===== src/rtl/axi_ic_wr_sched_pkg.sv =====
// Shared types and constants for the AXI interconnect write-path scheduler.
package axi_ic_pkg;

  typedef enum logic [1:0] {
    IDLE = 2'd0,
    ADDR = 2'd1,
    DATA = 2'd2
  } wr_sched_state_e;

  localparam int unsigned DefMaxOutstanding = 32'd4;
  localparam int unsigned DefTimeoutCycles  = 32'd256;

  // A single master still needs a one-bit select.
  function automatic int unsigned grant_width(input int unsigned num_masters);
    return (num_masters > 32'd1) ? $clog2(num_masters) : 32'd1;
  endfunction

endpackage


===== src/rtl/axi_ic_wr_sched_if.sv =====
// Request/handshake and grant bundle between the write path and one slave's scheduler.
interface axi_ic_wr_sched_if #(
  parameter int unsigned NumMasters     = 32'd2,
  parameter int unsigned MaxOutstanding = axi_ic_pkg::DefMaxOutstanding
);
  localparam int unsigned GrantWidth = axi_ic_pkg::grant_width(NumMasters);
  localparam int unsigned CntWidth   = $clog2(MaxOutstanding + 32'd1);

  logic [NumMasters-1:0] awvalid_i;
  logic                  awready_i;
  logic                  wvalid_i;
  logic                  wready_i;
  logic                  wlast_i;
  logic                  bvalid_i;
  logic                  bready_i;
  logic [NumMasters-1:0] grant_o;
  logic [GrantWidth-1:0] grant_bin_o;
  logic                  aw_en_o;
  logic                  w_en_o;
  logic                  busy_o;
  logic [CntWidth-1:0]   outstanding_o;
  logic                  timeout_o;

  modport slave (
    input  awvalid_i, awready_i, wvalid_i, wready_i, wlast_i, bvalid_i, bready_i,
    output grant_o, grant_bin_o, aw_en_o, w_en_o, busy_o, outstanding_o, timeout_o
  );

  modport master (
    output awvalid_i, awready_i, wvalid_i, wready_i, wlast_i, bvalid_i, bready_i,
    input  grant_o, grant_bin_o, aw_en_o, w_en_o, busy_o, outstanding_o, timeout_o
  );

endinterface


===== src/rtl/axi_ic_wr_sched_rr_pick.sv =====
// Combinational cyclic priority search: first requester strictly after the pointer wins.
module rr_pick #(
  parameter int unsigned NumMasters = 32'd2,
  parameter int unsigned GrantWidth = 32'd1
) (
  input  logic [NumMasters-1:0] req,
  input  logic [GrantWidth-1:0] pointer,
  output logic [NumMasters-1:0] onehot,
  output logic [GrantWidth-1:0] binary,
  output logic                  any
);

  logic [GrantWidth-1:0] idx_s;

  // Walk pointer+1 .. pointer+NumMasters (mod NumMasters), keep the first hit.
  always_comb begin
    onehot = '0;
    binary = '0;
    any    = 1'b0;
    idx_s  = '0;
    for (int unsigned k = 32'd1; k <= NumMasters; k++) begin
      idx_s = GrantWidth'((32'(pointer) + k) % NumMasters);
      if (!any && req[idx_s]) begin
        onehot[idx_s] = 1'b1;
        binary        = idx_s;
        any           = 1'b1;
      end else begin
        any = any;
      end
    end
  end

endmodule


===== src/rtl/axi_ic_wr_sched.sv =====
// Per-slave write scheduler: round-robin AW grant held through the W burst, outstanding-write bound.
// Optional W-stall watchdog enabled by defining AXI_WR_SCHED_TIMEOUT_EN.
module axi_ic_wr_sched #(
  parameter int unsigned NumMasters     = 32'd2,
  parameter int unsigned MaxOutstanding = axi_ic_pkg::DefMaxOutstanding
`ifdef AXI_WR_SCHED_TIMEOUT_EN
  ,
  parameter int unsigned TimeoutCycles  = axi_ic_pkg::DefTimeoutCycles
`endif
) (
  input logic              aclk,
  input logic              rst_n,
  axi_ic_wr_sched_if.slave bus
);
  import axi_ic_pkg::*;

  localparam int unsigned GrantWidth = grant_width(NumMasters);
  localparam int unsigned CntWidth   = $clog2(MaxOutstanding + 32'd1);

  wr_sched_state_e       state_r, state_next_s;
  logic [GrantWidth-1:0] ptr_r, ptr_next_s;
  logic [NumMasters-1:0] grant_r, grant_next_s;
  logic [GrantWidth-1:0] grant_bin_r, grant_bin_next_s;
  logic [CntWidth-1:0]   cnt_r, cnt_next_s;
  logic                  aw_en_r, w_en_r, busy_r, timeout_r;

  logic [NumMasters-1:0] pick_onehot_s;
  logic [GrantWidth-1:0] pick_bin_s;
  logic                  pick_any_s;
  logic                  can_grant_s, aw_hs_s, w_hs_s, b_hs_s, burst_done_s, timeout_fire_s;

  rr_pick #(
    .NumMasters (NumMasters),
    .GrantWidth (GrantWidth)
  ) u_pick (
    .req     (bus.awvalid_i),
    .pointer (ptr_r),
    .onehot  (pick_onehot_s),
    .binary  (pick_bin_s),
    .any     (pick_any_s)
  );

  assign can_grant_s  = pick_any_s && (cnt_r < CntWidth'(MaxOutstanding));
  assign aw_hs_s      = (state_r == ADDR) && bus.awvalid_i[grant_bin_r] && bus.awready_i;
  assign w_hs_s       = (state_r == DATA) && bus.wvalid_i && bus.wready_i;
  assign burst_done_s = w_hs_s && bus.wlast_i;
  assign b_hs_s       = bus.bvalid_i && bus.bready_i;

`ifdef AXI_WR_SCHED_TIMEOUT_EN
  localparam int unsigned WdWidth = (TimeoutCycles > 32'd1) ? $clog2(TimeoutCycles) : 32'd1;

  logic [WdWidth-1:0] wd_r;

  assign timeout_fire_s = (state_r == DATA) && !w_hs_s && (wd_r == WdWidth'(TimeoutCycles - 32'd1));

  // Watchdog: counts idle DATA cycles; outside DATA it sits at zero, so entry starts fresh.
  always_ff @(posedge aclk or negedge rst_n) begin
    if (!rst_n) begin
      wd_r <= '0;
    end else if ((state_r != DATA) || w_hs_s || timeout_fire_s) begin
      wd_r <= '0;
    end else begin
      wd_r <= wd_r + WdWidth'(1);
    end
  end
`else
  assign timeout_fire_s = 1'b0;
`endif

  // State and registered outputs.
  always_ff @(posedge aclk or negedge rst_n) begin
    if (!rst_n) begin
      state_r     <= IDLE;
      ptr_r       <= GrantWidth'(NumMasters - 32'd1);
      grant_r     <= '0;
      grant_bin_r <= '0;
      cnt_r       <= '0;
      aw_en_r     <= 1'b0;
      w_en_r      <= 1'b0;
      busy_r      <= 1'b0;
      timeout_r   <= 1'b0;
    end else begin
      state_r     <= state_next_s;
      ptr_r       <= ptr_next_s;
      grant_r     <= grant_next_s;
      grant_bin_r <= grant_bin_next_s;
      cnt_r       <= cnt_next_s;
      aw_en_r     <= (state_next_s == ADDR);
      w_en_r      <= (state_next_s == DATA);
      busy_r      <= (state_next_s != IDLE);
      timeout_r   <= timeout_fire_s;
    end
  end

  // Next-state selection.
  always_comb begin
    state_next_s = state_r;
    case (state_r)
      IDLE: begin
        if (can_grant_s) begin
          state_next_s = ADDR;
        end else begin
          state_next_s = IDLE;
        end
      end
      ADDR: begin
        if (aw_hs_s) begin
          state_next_s = DATA;
        end else begin
          state_next_s = ADDR;
        end
      end
      DATA: begin
        if (burst_done_s || timeout_fire_s) begin
          state_next_s = IDLE;
        end else begin
          state_next_s = DATA;
        end
      end
      default: state_next_s = IDLE;
    endcase
  end

  // Grant, pointer and outstanding-count updates.
  always_comb begin
    grant_next_s     = grant_r;
    grant_bin_next_s = grant_bin_r;
    ptr_next_s       = ptr_r;
    cnt_next_s       = cnt_r;
    case (state_r)
      IDLE: begin
        if (can_grant_s) begin
          grant_next_s     = pick_onehot_s;
          grant_bin_next_s = pick_bin_s;
        end else begin
          grant_next_s = '0;
        end
      end
      ADDR: grant_next_s = grant_r;
      DATA: begin
        // A stalled master is skipped exactly like a finished one.
        if (burst_done_s || timeout_fire_s) begin
          grant_next_s = '0;
          ptr_next_s   = grant_bin_r;
        end else begin
          grant_next_s = grant_r;
        end
      end
      default: grant_next_s = '0;
    endcase

    case ({aw_hs_s, b_hs_s})
      2'b10: cnt_next_s = cnt_r + CntWidth'(1);
      2'b01: begin
        if (cnt_r != '0) begin
          cnt_next_s = cnt_r - CntWidth'(1);
        end else begin
          cnt_next_s = cnt_r;
        end
      end
      default: cnt_next_s = cnt_r;
    endcase
  end

  assign bus.grant_o       = grant_r;
  assign bus.grant_bin_o   = grant_bin_r;
  assign bus.aw_en_o       = aw_en_r;
  assign bus.w_en_o        = w_en_r;
  assign bus.busy_o        = busy_r;
  assign bus.outstanding_o = cnt_r;
  assign bus.timeout_o     = timeout_r;

endmodule


===== src/flat_wrapper.sv =====
// flat-port wrapper written by rule: the top's interface ports become plain ports
module axi_ic_wr_sched_flat import axi_ic_pkg::*;
#(
  parameter int unsigned NumMasters     = 32'd2,
  parameter int unsigned MaxOutstanding = axi_ic_pkg::DefMaxOutstanding

)
  (aclk, rst_n, bus_awvalid_i, bus_awready_i, bus_wvalid_i, bus_wready_i, bus_wlast_i, bus_bvalid_i, bus_bready_i, bus_grant_o, bus_grant_bin_o, bus_aw_en_o, bus_w_en_o, bus_busy_o, bus_outstanding_o, bus_timeout_o);
  axi_ic_wr_sched_if #(.NumMasters(NumMasters), .MaxOutstanding(MaxOutstanding)) bus_i ();
  input logic aclk;
  input logic rst_n;
  input wire logic [$bits(bus_i.awvalid_i)-1:0] bus_awvalid_i;
  input wire logic [$bits(bus_i.awready_i)-1:0] bus_awready_i;
  input wire logic [$bits(bus_i.wvalid_i)-1:0] bus_wvalid_i;
  input wire logic [$bits(bus_i.wready_i)-1:0] bus_wready_i;
  input wire logic [$bits(bus_i.wlast_i)-1:0] bus_wlast_i;
  input wire logic [$bits(bus_i.bvalid_i)-1:0] bus_bvalid_i;
  input wire logic [$bits(bus_i.bready_i)-1:0] bus_bready_i;
  output wire logic [$bits(bus_i.grant_o)-1:0] bus_grant_o;
  output wire logic [$bits(bus_i.grant_bin_o)-1:0] bus_grant_bin_o;
  output wire logic [$bits(bus_i.aw_en_o)-1:0] bus_aw_en_o;
  output wire logic [$bits(bus_i.w_en_o)-1:0] bus_w_en_o;
  output wire logic [$bits(bus_i.busy_o)-1:0] bus_busy_o;
  output wire logic [$bits(bus_i.outstanding_o)-1:0] bus_outstanding_o;
  output wire logic [$bits(bus_i.timeout_o)-1:0] bus_timeout_o;
  assign bus_i.awvalid_i = bus_awvalid_i;
  assign bus_i.awready_i = bus_awready_i;
  assign bus_i.wvalid_i = bus_wvalid_i;
  assign bus_i.wready_i = bus_wready_i;
  assign bus_i.wlast_i = bus_wlast_i;
  assign bus_i.bvalid_i = bus_bvalid_i;
  assign bus_i.bready_i = bus_bready_i;
  assign bus_grant_o = bus_i.grant_o;
  assign bus_grant_bin_o = bus_i.grant_bin_o;
  assign bus_aw_en_o = bus_i.aw_en_o;
  assign bus_w_en_o = bus_i.w_en_o;
  assign bus_busy_o = bus_i.busy_o;
  assign bus_outstanding_o = bus_i.outstanding_o;
  assign bus_timeout_o = bus_i.timeout_o;
  axi_ic_wr_sched #(.NumMasters(NumMasters), .MaxOutstanding(MaxOutstanding)) u_core (.aclk(aclk), .rst_n(rst_n), .bus(bus_i));
endmodule

===== config.mk =====
export PLATFORM = sky130hd
export DESIGN_NAME = axi_ic_wr_sched_flat
export DESIGN_NICKNAME = d
export VERILOG_FILES = /design/src/rtl/axi_ic_wr_sched_pkg.sv /design/src/rtl/axi_ic_wr_sched_if.sv /design/src/rtl/axi_ic_wr_sched_rr_pick.sv /design/src/rtl/axi_ic_wr_sched.sv /design/src/flat_wrapper.sv
export SDC_FILE = /design/constraint.sdc
export NUM_CORES = 1
export LEC_CHECK = 0
export BUFFER_PORTS_ARGS = -buffer_cell sky130_fd_sc_hd__buf_4
export CAP_MARGIN = 20
export CORE_AREA = 4 4 41 43
export CTS_CLUSTER_SIZE = 20
export DETAILED_ROUTE_END_ITERATION = 8
export DIE_AREA = 0 0 45 47
export PLACE_DENSITY = 0.77
export SYNTH_ARGS = -nofsm -noshare
export SYNTH_HDL_FRONTEND = slang
export SYNTH_SLANG_ARGS = --single-unit

===== constraint.sdc =====
create_clock -name aclk -period 3.27 [get_ports aclk]
set_input_delay 0.327 -clock aclk [delete_from_list [all_inputs] [get_ports aclk]]
set_output_delay 0.327 -clock aclk [all_outputs]
set_load 0.02 [all_outputs]

* Word level (Yosys, flattened, before mapping)
Index checks and enable logic that the tools add are counted.
Operators by class: reductions and logical operators 19, divide/modulo/power cells 0, bitwise operators 2, equal/unequal tests 8, shifts and indexed selects 0, add/sub/neg operators 4, multiply operators 0, muxes and demuxes 25, $lt $le $gt $ge 6
Operators by type and width (count):
- $mux W1 | 13
- $mux W2 | 6
- $pmux W2 S3 | 2
- $logic_and A1 B1 Y1 | 10
- $reduce_and A2 Y1 | 4
- $eq A2 B1 Y1 const B | 3
- $eq A2 B2 Y1 const B | 3
- $lt A1 B2 Y1 const B | 3
- $pmux W3 S2 | 1
- $ne A2 B1 Y1 const B | 2
- $reduce_bool A2 Y1 | 2
- $add A3 B1 Y3 const B | 1
- $lt A3 B3 Y1 const B | 1
- $mux W3 | 1
- $reduce_bool A3 Y1 | 1
- $sub A3 B1 Y3 const B | 1
- $add A1 B1 Y1 const B | 2
- $demux W1 S1 | 2
- $ge A1 B1 Y1 const B | 2
- $logic_not A2 Y1 | 1
- $or A2 B2 Y2 | 1
- $logic_not A1 Y1 | 1
- $not A1 Y1 | 1
Word-level totals: RAM bits 0, bits in latches 0, memory bits (read-only) 0, register bits 12, memories 0, output and inout bits 10, bits of input ports 10, logic and storage cells 72

* Logic depth before layout (Yosys ltp)
Gate-level depths: netlist (run 1).
depth in word-level cells 11, gate-level depth with buffers 8, depth with buffers taken out 7

* Modules after synthesis
Synthesis (run 1) repeated with hierarchy kept, for this count alone.
Second synthesis, totals: cells, all modules 59, area, all modules 643.1 um^2
Modules (own cells, without submodules):
- axi_ic_wr_sched | instances 1, area each 610.6 um^2, cells an instance 54
- rr_pick | instances 1, area each 32.5 um^2, cells an instance 5

* Worst setup path before layout (run 1)
No wires, ideal clock.
kind register -> register, start point register u_core.grant_bin_r, in the netlist u_core.bus.grant_bin_o, end point register u_core.cnt_r[2], in the netlist u_core.bus.outstanding_o[2], path buffers 0, cell stages (with the launch flop) 8, clock period less this slack 1962 ps, library setup time 134 ps, arrival time 1828 ps, setup slack 1308 ps, cell sequence dfrtp_1 > mux2_2 > nand2_1 > nand3_1 > fa_1 > o2111ai_1 > o22a_1 > o21ai_1
On the way: cells in the longest elaborated chain, start to end 7
RTL lines:
- start: declaration | line axi_ic_wr_sched.sv:23 | logic [GrantWidth-1:0] grant_bin_r, grant_bin_next_s;
- start signal: assignment | line axi_ic_wr_sched.sv:86 | grant_bin_r <= grant_bin_next_s;
- $mux W1 (implied by the code) * (2 in series) | line axi_ic_wr_sched.sv:44 | assign aw_hs_s = (state_r == ADDR) && bus.awvalid_i[grant_bin_r] && bus.awready_i;
- $logic_and A1 B1 Y1 * (2 in series) | line axi_ic_wr_sched.sv:44
- $eq A2 B1 Y1 / $eq A2 B2 Y1 (equally long branches) | line axi_ic_wr_sched.sv:152 | case ({aw_hs_s, b_hs_s})
- $ne A2 B1 Y1 (no line) / $reduce_bool A2 Y1 (equally long branches)
- $reduce_and A2 Y1 (no line)
- end signal: assignment | line axi_ic_wr_sched.sv:87 | cnt_r <= cnt_next_s;
- end: declaration | line axi_ic_wr_sched.sv:24 | logic [CntWidth-1:0] cnt_r, cnt_next_s;
Every way passes the cells marked *; elsewhere a longest branch is shown, timed or not. The select of a mux whose other input is x is not followed. A chain may end at the register's enable or synchronous reset.

* Final worst setup path (run 1)
Ends and elaborated chain as after synthesis.

==> results by group, run 1 <==
STA
  • Worst clock skew: 0.00185 ns
  • Share of the cycle needed by the critical path after routing: 59.7%
  • Count of final setup violators: 0
  • Final Worst Setup Slack: 1.32 ns
  • Unrepaired setup endpoints after global routing: false
  • Max Clock Freq: 0.512 GHz
  • Setup_tns: 0 ns
  • Final count of hold timing violations: 0
  • Final critical-path required period: 1.95 ns
  • Final count of pins violating max slew: 0

Die
  • Initial core utilization: 50.3%
  • Area of the core: 1300 um2
  • Die boundary height: 47 um
  • Width of the die: 45 um
  • Rows: 13
  • Die area: 2120 um2
  • I/O Pins: 20

Global route
  • Fraction of met2 tracks used by global routing: 20.1%
  • Vias in the first global route: 506
  • Maximum number of pins on one net before global-route repair: 13
  • Wire length of the first global-routing pass: 2.13 mm
  • Global routing usage summed across all routing layers: 13.8%
  • Initial antenna violation count: 0
  • Met1 Track Usage GR: 19.8%
  • Met3 Usage GRT: 3.45%
  • Most used routing layer in global routing: met2
  • Remaining global-route overflow: 0

Critical path
  • Largest stage delay on the critical path: 0.43 ns
  • Buffers plus inverters on the worst setup path: 0
  • Top cell family by delay on the critical path: adder cells
  • Required @ worst endpoint: 3.43 ns
  • CP arrival: 2.11 ns
  • Type of element launching the critical path: register
  • Worst setup path endpoint: u_core.bus.outstanding_o[2]$_DFFE_PN0P_
  • Critical path peak fanout: 6
  • Worst-path cell chain: mux2_2 -> nand2_1 -> nand3_1 -> fa_1 -> o2111ai_1 -> o22a_1 -> o21ai_1
  • Capturing element type of the critical path: register
  • Critical path class: register to register
  • Internal reg-to-reg setup slack: 1.32 ns
  • Worst-case reg-to-reg path depth: 7
  • Cell count along the critical path: 7
  • Standard cell with the maximum stage delay on the critical path: fa_1
  • Crit Reg-Reg Endpoint: u_core.bus.outstanding_o[2]$_DFFE_PN0P_
  • Worst Setup SP: u_core.bus.grant_bin_o$_DFFE_PN0P_
  • Launch instance of the worst register-to-register path: u_core.bus.grant_bin_o$_DFFE_PN0P_

Layout
  • Share of cells above drive strength 1: 30.3%
  • Final core utilization: 64.1%
  • Count of placed standard cells in the final layout, fillers left out: 104
  • Fill cell total of the finished layout: 122
  • Antenna fix cells: 0
  • Footprint of the flip-flops and latches: 302 um2
  • Area used by multi-input combinational logic: 325 um2
  • Cell area after layout: 835 um2
  • # nets final: 101
  • Layout area overhead: 27.5%

Placed design
  • Input/output buffers: 18
  • DPL Wire Length: 999 um
  • Setup slack after placement: 1.33 ns
  • Placer's final routability congestion estimate: 0.820
  • Placed standard-cell area: 788 um2
  • Number of placed instances, taps included: 99

Yosys
  • Top flip-flop cell by instance count after synthesis: dfrtp_1
  • EDFF count, synth: 0
  • Distinct cell type count after synthesis: 32
  • #FFs+latches synth: 12
  • Dominant cells by area after synthesis: dfrtp_1 (42%), dfstp_2 (4.0%), nor2_1 (4.0%)
  • Fraction of the yosys area taken by sequential cells: 46.1%
  • Largest area contributor in the synthesized netlist: dfrtp_1
  • Mapped cell area: 654 um2
  • Ys Warns: 0
  • Synthesized netlist net count: 80
  • Count of mapped cells out of synthesis: 69
  • Post-synth top area share: 42.1%
  • Asr flop ratio synth: 100%
  • Syn_area_per_cell: 9.48 um2

Detailed routing
  • Violation count after the first detailed-routing iteration: 19
  • Number of routed nets with antenna violations: 0
  • Aggregate routed wire length: 1.29 mm
  • Router iterations before antenna repair: 4
  • Number of vias in the routed layout: 571
  • Vias per Instance: 5.49
  • Per-cell routed wire length: 12.4 um
  • Drt drc: 0

Clocking
  • Worst-skew pair later-pin latency: 0.27 ns
  • Post-CTS setup repair buffer count: 0
  • CTS HTree Levels: 1
  • TritonCTS sink count: 12
  • Post-cts sizing count: 0
  • Buffer depth of the longest clock path: 2
  • Clock-pin slew on the worst setup and hold paths: 0.08 ns
  • Buffer cell driving the clock tree root: clkbuf_4
  • TritonCTS Buffers: 3
  • Clock tree from TritonCTS: built

Status
  • Status: complete, no violations

Flow run
  • Maximum capacitance violations: 0

Power
  • Lkg Pwr: 0.388 nW
  • Worst VDD drop: 482 uV
  • Internal power of the cells: 0.000484 W
  • Logic pwr share: 48.5%
  • Switching component of the power: 0.000336 W
  • Proportion of total power due to net switching: 41.0%
  • Power density normalized to cell area: 983 nW/um2
  • Clock share of power: 14.3%
  • Proportion of power drawn by flip-flops and latches: 37.2%

Min path
  • Hold Path Stages: 2
  • Startpoint of the tightest hold check path: bus_awvalid_i[0]
  • Worst Hold Class: input port to register
## cell usage in the layout, fill, tap and decap left out
cell type / instances
o21ai_1: 4
or2_2: 1
and2_4: 1
o22a_1: 1
and3_1: 2
fa_1: 1
buf_4: 18
o221ai_1: 1
nand2_1: 6
conb_1: 1
a211o_1: 1
nor3b_1: 1
clkbuf_4: 3
inv_1: 2
a21oi_1: 4
o211ai_1: 1
nand2b_1: 2
nand3_1: 5
clkbuf_8: 1
nor3_1: 2
nand3b_1: 1
mux2_2: 1
a31oi_1: 2
mux2_1: 1
dlygate4sd3_1: 1
dfrtp_1: 11
nor2b_1: 1
and3b_4: 1
a21o_1: 1
xnor2_1: 1
nor2_1: 7
dfstp_2: 1
a32o_1: 1
o2111ai_1: 1
## synth_stat cells (all sizes together), types with 2 or more instances
cell type  instances
inv                2
a21oi              4
buf                3
nor2               7
nand2b             2
nor3               2
nand3              5
o21ai              4
nand2              6
and3               2
mux2               2
a31oi              2
dfrtp             11
## cell families (layout without fill, tap and decap cells)
kind of cell               after synthesis  in the layout  synth area share, %
adders and majority gates                1              1                 3.06
muxes                                    2              2                 3.44
and+or+nand+nor                         30             30                 24.1
buffers and inverters                    5             25                 4.21
xor gates and xnor gates                 1              1                 1.34
other                                    1              1                0.573
DFF                                     12             12                 46.1
AOI/OAI and AO/OA                       17             17                 17.2
## worst register-to-register path: stages (launching register included)
cell and delay (ns):
dfrtp_1 0.40, mux2_2 0.39, nand2_1 0.18, nand3_1 0.12
fa_1 0.43, o2111ai_1 0.13, o22a_1 0.15, o21ai_1 0.05
## through the flow
step	hold WS (ns)	total power, W
after floorplan	0.0314	0.000577
after global placement	0.171	0.000701
after CTS	0.265	0.000828
final	0.272	0.000820
after detailed placement	0.172	0.000706
after global routing	0.271	0.000884
## worst min path at each step
stage / end / slack, ns
5_1_grt: u_core.bus.grant_bin_o$_DFFE_PN0P_ / 0.27
3_3_place_gp: u_core.state_r[1]$_DFF_PN0_ / 0.17
3_5_place_dp: u_core.bus.w_en_o$_DFF_PN0_ / 0.17
4_1_cts: u_core.bus.grant_bin_o$_DFFE_PN0P_ / 0.26
6_report: u_core.bus.grant_bin_o$_DFFE_PN0P_ / 0.27
2_1_floorplan: u_core.bus.aw_en_o$_DFF_PN0_ / 0.03
## power groups by stage
stage          registers, W  clock network [W]  logic (W)
3_5_place_dp       0.000308                  0   0.000398
5_1_grt            0.000316           0.000128   0.000440
3_3_place_gp       0.000307                  0   0.000393
2_1_floorplan      0.000339                  0   0.000239
4_1_cts            0.000305           0.000122   0.000401
6_report           0.000305           0.000118   0.000398
## flip-flops by register name (all words and copies together), names as in the netlist
name,cells
u_core.state_r,2
u_core.ptr_r,1
u_core.bus.aw_en_o,1
u_core.bus.grant_o,2
u_core.bus.w_en_o,1
u_core.bus.busy_o,1
u_core.bus.grant_bin_o,1
u_core.bus.outstanding_o,3
## layer usage
layer / wire length (um) / vias to the layer above
met2: 600 / 21
met3: 90 / 0
met4: 0 / 0
li1: - / 289
met1: 602 / 261
met5: 0 / -
## final cells by class
| class | instances | area share (%) |
|---|---|---|
| multi-input combinational | 52 | 39.0 |
| sequential | 12 | 36.1 |
| timing repair buffer | 19 | 17.4 |
| clock buffer | 4 | 4.35 |
| tap | 15 | 2.25 |
| inverter | 2 | 0.900 |
## what timing repair did
action	CTS	global route
endpoints found under the setup margin	0	0
hold buffers	1	0
endpoints found under the hold margin	11	0
No activity file was read; power rests on OpenSTA's default activity.
==> inputs of run 2 (changes only) <==
- CORE_AREA: 4 4 41 43 -> not set
- CORE_MARGIN: not set -> 4
- CORE_UTILIZATION: not set -> 48
- DIE_AREA: 0 0 45 47 -> not set
- PLACE_DENSITY: 0.77 -> 0.75
- clock period: 3.27 -> 1.8 ns (I/O delays scaled with it)
==> run 2 against run 1 <==
The run now ends with setup timing left. Count of clock-buffer cells in the layout is the same. Non-clock buffer count up 6. Register-to-register slack got worse by 1.3 ns. Maximum frequency grew 8.0%. Global-route usage increased by 1.5 points. Worst setup slack got worse by 1.3 ns. Core utilization up 6.1 points. First-iteration DRC count decreased by 53%. Largest power group unchanged.
==> results by group, run 2 (synthesis results as in run 1) <==
Critical path
  • Capturing element type of the critical path: register
  • Required @ worst endpoint: 1.95 ns (-1.48 ns)
  • Worst-path cell chain: mux2_4 -> nand2_4 -> nand3_4 -> fa_2 -> nand3_2 -> o211ai_1 -> o21ai_1
  • Critical path class: register to register
  • Standard cell with the maximum stage delay on the critical path: fa_2
  • Critical path peak fanout: 3 (-3)
  • Type of element launching the critical path: register
  • Largest stage delay on the critical path: 0.58 ns (+0.15 ns)
  • CP arrival: 1.96 ns (-0.15 ns)

Clocking
  • Clock tree from TritonCTS: built
  • Worst-skew pair later-pin latency: 0.26 ns (about the same)
  • CTS HTree Levels: 1 (unchanged)
  • TritonCTS sink count: 12 (unchanged)
  • Clock-pin slew on the worst setup and hold paths: 0.07 ns (about the same)
  • TritonCTS Buffers: 3 (unchanged)
  • Buffer depth of the longest clock path: 2 (unchanged)
  • Buffer cell driving the clock tree root: clkbuf_4

STA
  • Final count of pins violating max slew: 0 (unchanged)
  • Unrepaired setup endpoints after global routing: true
  • Count of final setup violators: 1 (+1)
  • Final hold slack: 0.125 ns (-0.148 ns)
  • Final critical-path required period: 1.81 ns (-0.144 ns)
  • Share of the cycle needed by the critical path after routing: 101% (+41 points)
  • Final Worst Setup Slack: -0.00936 ns (-1.33 ns)
  • Worst clock skew: 0.00216 ns (+0.000311 ns)
  • Final count of hold timing violations: 0 (unchanged)
  • Max Clock Freq: 0.553 GHz (+8.0%)

Detailed routing
  • Number of vias in the routed layout: 592 (+3.7%)
  • Violation count after the first detailed-routing iteration: 9 (-10)
  • Drt drc: 0 (unchanged)
  • Per-cell routed wire length: 12.5 um (+0.40%)
  • Aggregate routed wire length: 1.37 mm (+6.2%)
  • Met1 Routed Length: 598 um (-0.66%)
  • Length of routed met3 wiring: 85 um (-5.6%)
  • Number of routed nets with antenna violations: 0 (unchanged)
  • DR WL met2: 678 um (+13%)
  • Top metal layer carrying routed signals: met4
  • Router iterations before antenna repair: 4 (unchanged)
  • Vias per Instance: 5.38 (-2.0%)

Global route
  • Remaining global-route overflow: 0 (unchanged)
  • Global routing usage summed across all routing layers: 15.3% (+1.5 points)
  • Initial antenna violation count: 0 (unchanged)
  • Vias in the first global route: 545 (+7.7%)
  • Maximum number of pins on one net before global-route repair: 13 (unchanged)
  • Wire length of the first global-routing pass: 2.26 mm (+6.2%)

Layout
  • Layout area overhead: 37.9%
  • # nets final: 107 (+5.9%)
  • Antenna fix cells: 0 (unchanged)
  • Share of cells above drive strength 1: 38.9% (+8.6 points)
  • Most common cell after layout, fill and taps aside: buf_4
  • Max FFs per register: 3 (unchanged)
  • Final core utilization: 70.2% (+6.1 points)
  • Fill cell total of the finished layout: 98 (-20%)
  • Most used cells in the layout excluding fill and tap cells: buf_4 (24), dfrtp_1 (10), nor2_1 (7)

Die
  • Die area: 2020 um2 (-4.6%)
  • Die boundary height: 44.9 um (-4.4%)
  • I/O Pins: 20 (unchanged)
  • Initial core utilization: 50.9% (+0.64 points)
  • Width of the die: 44.9 um (-0.18%)
  • Rows: 13 (unchanged)
  • Area of the core: 1280 um2 (-1.3%)

Status
  • Status: finished with violations
  • Violations in the final reports: setup timing

Power
  • Power density normalized to cell area: 1750 nW/um2 (+78%)
  • Lkg Pwr: 0.424 nW (+9.2%)
  • PnR Total Power: 0.00157 W (+92%)
  • Worst VDD drop: 787 uV (+63%)

Placed design
  • Input/output buffers: 18 (unchanged)
  • Setup slack after placement: 0.0338 ns (-1.29 ns)
  • Placer's final routability congestion estimate: 0.790 (-3.7%)
  • DPL Wire Length: 1.06 mm (+5.7%)

Min path
  • Worst Hold Class: input port to register

Flow run
  • Maximum capacitance violations: 0 (unchanged)
[run 2: critical path: cells and delay by family (launching register included)]
kind / cells / cell delay [ns]
AO/OA/AOI/OAI: 2 / 0.15
adder cells (fa/ha/maj): 1 / 0.58
flip-flops: 1 / 0.41
multiplexers: 1 / 0.33
AND/OR/NAND/NOR: 3 / 0.22
[run 2: worst paths after layout]
path | cells past startpoint | startpoint | slack [ns] | to
setup / recovery | 7 | u_core.bus.grant_bin_o$_DFFE_PN0P_ | -0.009 | u_core.bus.outstanding_o[1]$_DFFE_PN0P_
hold / removal | 2 | bus_awvalid_i[0] | 0.12 | u_core.bus.grant_bin_o$_DFFE_PN0P_
setup reg to reg | 7 | u_core.bus.grant_bin_o$_DFFE_PN0P_ | -0.009 | u_core.bus.outstanding_o[1]$_DFFE_PN0P_
hold reg to reg | 1 | u_core.bus.grant_o[1]$_DFFE_PN0P_ | 0.51 | u_core.bus.grant_o[1]$_DFFE_PN0P_
max in group asynchronous | 2 | rst_n | 1.29 | u_core.ptr_r$_DFFE_PN1P_
min in group asynchronous | 2 | rst_n | 0.28 | u_core.bus.busy_o$_DFF_PN0_
[run 2: stage by stage]
stage / area [um2] / cells / TNS [ns]
after floorplan: 667 / 69 / -0.0148
after global placement: 831 / 103 / 0
after detailed placement: 831 / 103 / 0
after CTS: 867 / 108 / 0
after global routing: 902 / 110 / -0.160
final: 902 / 110 / -0.00936
[run 2: what timing repair did]
item	CTS	global route
hold endpoints to repair	12	0
hold buffers	1	0
buffers inserted	0	2
resized for setup	0	4
setup endpoints to repair	0	2
[run 2: per-layer routing]
metal | vias to the layer above | global-route usage (%)
li1 | 297 | -
met1 | 278 | 19.7
met2 | 15 | 26.0
met3 | 2 | 2.39
met4 | 0 | 5.26
met5 | - | 0
[run 2: final cells by class]
type	instances	area (um2)	share of cell area [%]
Sequential cell	12	303	33.6
Clock buffer	4	26.3	2.91
Tap cell	15	18.8	2.08
Timing Repair Buffer	25	190	21.1
Multi-Input combinational cell	52	357	39.5
Inverter	2	7.51	0.832
[run 2: power breakdown]
| group | switching (W) | internal [W] |
|---|---|---|
| Combinational | 0.000457 | 0.000430 |
| Clock | 0.0000835 | 0.0000855 |
| Sequential | 0.000108 | 0.000411 |
==> inputs of run 3 (changes only) <==
- SKIP_LAST_GASP: not set -> 1
==> run 3 against run 2 <==
The flow still finishes with violations (setup timing). Flip-flop and latch count unchanged. Largest cell class unchanged. First-iteration DRC count unchanged. Count of clock-buffer cells in the layout unchanged. Combinational power about the same. Core utilization unchanged. Largest power group unchanged. Maximum frequency unchanged. Clock power about the same. Hold slack unchanged. Die area unchanged. Critical path depth unchanged.
==> results by group, run 3 (synthesis results as in run 1) <==
Die
  • Area of the core: 1280 um2 (unchanged)
  • Die boundary height: 44.9 um (unchanged)
  • Width of the die: 44.9 um (unchanged)
  • Rows: 13 (unchanged)
  • Initial core utilization: 50.9% (unchanged)
  • Die area: 2020 um2 (unchanged)
  • I/O Pins: 20 (unchanged)

Layout
  • Most used cells in the layout excluding fill and tap cells: buf_4 (24), dfrtp_1 (10), nor2_1 (7)
  • Antenna fix cells: 0 (unchanged)
  • Cell area after layout: 902 um2 (unchanged)
  • # nets final: 107 (unchanged)
  • Final core utilization: 70.2% (unchanged)
  • Max FFs per register: 3 (unchanged)
  • Footprint of the flip-flops and latches: 303 um2 (unchanged)
  • Share of cells above drive strength 1: 38.9% (unchanged)
  • Area used by multi-input combinational logic: 357 um2 (unchanged)
  • Most common cell after layout, fill and taps aside: buf_4
  • Fill cell total of the finished layout: 98 (unchanged)
  • Layout area overhead: 37.9% (unchanged)

Power
  • Logic pwr share: 56.3% (about the same)
  • Clock share of power: 10.7% (about the same)
  • Lkg Pwr: 0.424 nW (unchanged)
  • Worst VDD drop: 787 uV (unchanged)
  • Proportion of total power due to net switching: 41.2% (unchanged)
  • Proportion of power drawn by flip-flops and latches: 32.9% (about the same)
  • Power density normalized to cell area: 1750 nW/um2 (unchanged)
  • Switching component of the power: 0.000649 W (unchanged)
  • PnR Total Power: 0.00157 W (unchanged)
  • Internal power of the cells: 0.000926 W (unchanged)

Detailed routing
  • Violation count after the first detailed-routing iteration: 9 (unchanged)
  • Number of vias in the routed layout: 592 (unchanged)
  • Aggregate routed wire length: 1.37 mm (unchanged)
  • Drt drc: 0 (unchanged)
  • Vias per Instance: 5.38 (unchanged)
  • Router iterations before antenna repair: 4 (unchanged)
  • Per-cell routed wire length: 12.5 um (unchanged)
  • Number of routed nets with antenna violations: 0 (unchanged)

Global route
  • Initial antenna violation count: 0 (unchanged)
  • Wire length of the first global-routing pass: 2.26 mm (unchanged)
  • Remaining global-route overflow: 0 (unchanged)
  • Maximum number of pins on one net before global-route repair: 13 (unchanged)
  • Vias in the first global route: 545 (unchanged)
  • Global routing usage summed across all routing layers: 15.3% (unchanged)

Placed design
  • Placer's final routability congestion estimate: 0.790 (unchanged)
  • Placed standard-cell area: 831 um2 (unchanged)
  • Setup slack after placement: 0.0338 ns (unchanged)
  • DPL Wire Length: 1.06 mm (unchanged)
  • Input/output buffers: 18 (unchanged)

Critical path
  • CP arrival: 1.96 ns (about the same)
  • Critical path peak fanout: 3 (unchanged)
  • Capturing element type of the critical path: register
  • Critical path class: register to register
  • Worst-case reg-to-reg path depth: 7 (unchanged)
  • Launch instance of the worst register-to-register path: u_core.bus.grant_bin_o$_DFFE_PN0P_
  • Required @ worst endpoint: 1.95 ns (about the same)
  • Type of element launching the critical path: register
  • Worst Setup SP: u_core.bus.grant_bin_o$_DFFE_PN0P_

STA
  • Unrepaired setup endpoints after global routing: true
  • Setup_tns: -0.00936 ns (unchanged)
  • Final count of hold timing violations: 0 (unchanged)
  • Final count of pins violating max slew: 0 (unchanged)
  • Worst clock skew: 0.00216 ns (unchanged)
  • Count of final setup violators: 1 (unchanged)
  • Final Worst Setup Slack: -0.00936 ns (unchanged)
  • Max Clock Freq: 0.553 GHz (unchanged)
  • Share of the cycle needed by the critical path after routing: 101% (unchanged)
  • Final critical-path required period: 1.81 ns (unchanged)

Min path
  • Startpoint of the tightest hold check path: bus_awvalid_i[0]
  • Hold Path Stages: 2 (unchanged)
  • Worst Hold Class: input port to register

Clocking
  • Clock-pin slew on the worst setup and hold paths: 0.07 ns (about the same)
  • TritonCTS Buffers: 3 (unchanged)
  • Worst-skew pair later-pin latency: 0.26 ns (about the same)
  • Buffer depth of the longest clock path: 2 (unchanged)
  • TritonCTS sink count: 12 (unchanged)
  • Clock tree from TritonCTS: built
  • Buffer cell driving the clock tree root: clkbuf_4
  • CTS HTree Levels: 1 (unchanged)

Status
  • Status: finished with violations
  • Violations in the final reports: setup timing

Flow run
  • Maximum capacitance violations: 0 (unchanged)
-- run 3: cell counts in the layout (fill, tap and decap cells not counted) --
Identical to the previous run, type by type.
-- run 3: metrics by stage --
stage	hold slack, ns	std cells
global route	0.126	110
finish	0.125	110
global placement	0.0239	103
detailed placement	0.0240	103
floorplan	-0.116	69
CTS	0.126	108
-- run 3: worst paths after layout --
kind	slack (ns)	endpoint
setup / recovery	-0.009	u_core.bus.outstanding_o[1]$_DFFE_PN0P_
hold / removal	0.12	u_core.bus.grant_bin_o$_DFFE_PN0P_
setup reg to reg	-0.009	u_core.bus.outstanding_o[1]$_DFFE_PN0P_
hold reg to reg	0.51	u_core.bus.grant_o[1]$_DFFE_PN0P_
max in group asynchronous	1.29	u_core.ptr_r$_DFFE_PN1P_
min in group asynchronous	0.28	u_core.bus.busy_o$_DFF_PN0_
-- run 3: what timing repair did --
action                                 in CTS  in global routing
resized for setup                           0                  4
buffers inserted                            0                  2
hold buffers                                1                  0
setup endpoints to repair                   0                  2
endpoints found under the hold margin      12                  0
-- run 3: layout make-up --
type / count / share of cell area, %
inverters: 2 / 0.832
well taps: 15 / 2.08
flip-flops and latches: 12 / 33.6
multi-input cells: 52 / 39.5
repair buffers: 25 / 21.1
clock buffers: 4 / 2.91
-- run 3: power groups by stage --
stage          Clock, W  Combinational [W]  Sequential [W]
4_1_cts        0.000171           0.000851        0.000521
5_1_grt        0.000188           0.000976        0.000539
6_report       0.000169           0.000887        0.000519
3_3_place_gp          0           0.000832        0.000513
3_5_place_dp          0           0.000847        0.000527
2_1_floorplan         0           0.000449        0.000619
-- run 3: metal layers --
layer	wire (um)	track usage (%)	vias up
li1	-	-	297
met1	598	19.7	278
met2	678	26.0	15
met3	85	2.39	2
met4	10	5.26	0
met5	0	0	-
-- run 3: critical path, stage by stage, from the launching register on --
cell,delay (ns)
dfrtp_2,0.41
mux2_4,0.33
nand2_4,0.09
nand3_4,0.08
fa_2,0.58
nand3_2,0.05
o211ai_1,0.07
o21ai_1,0.08
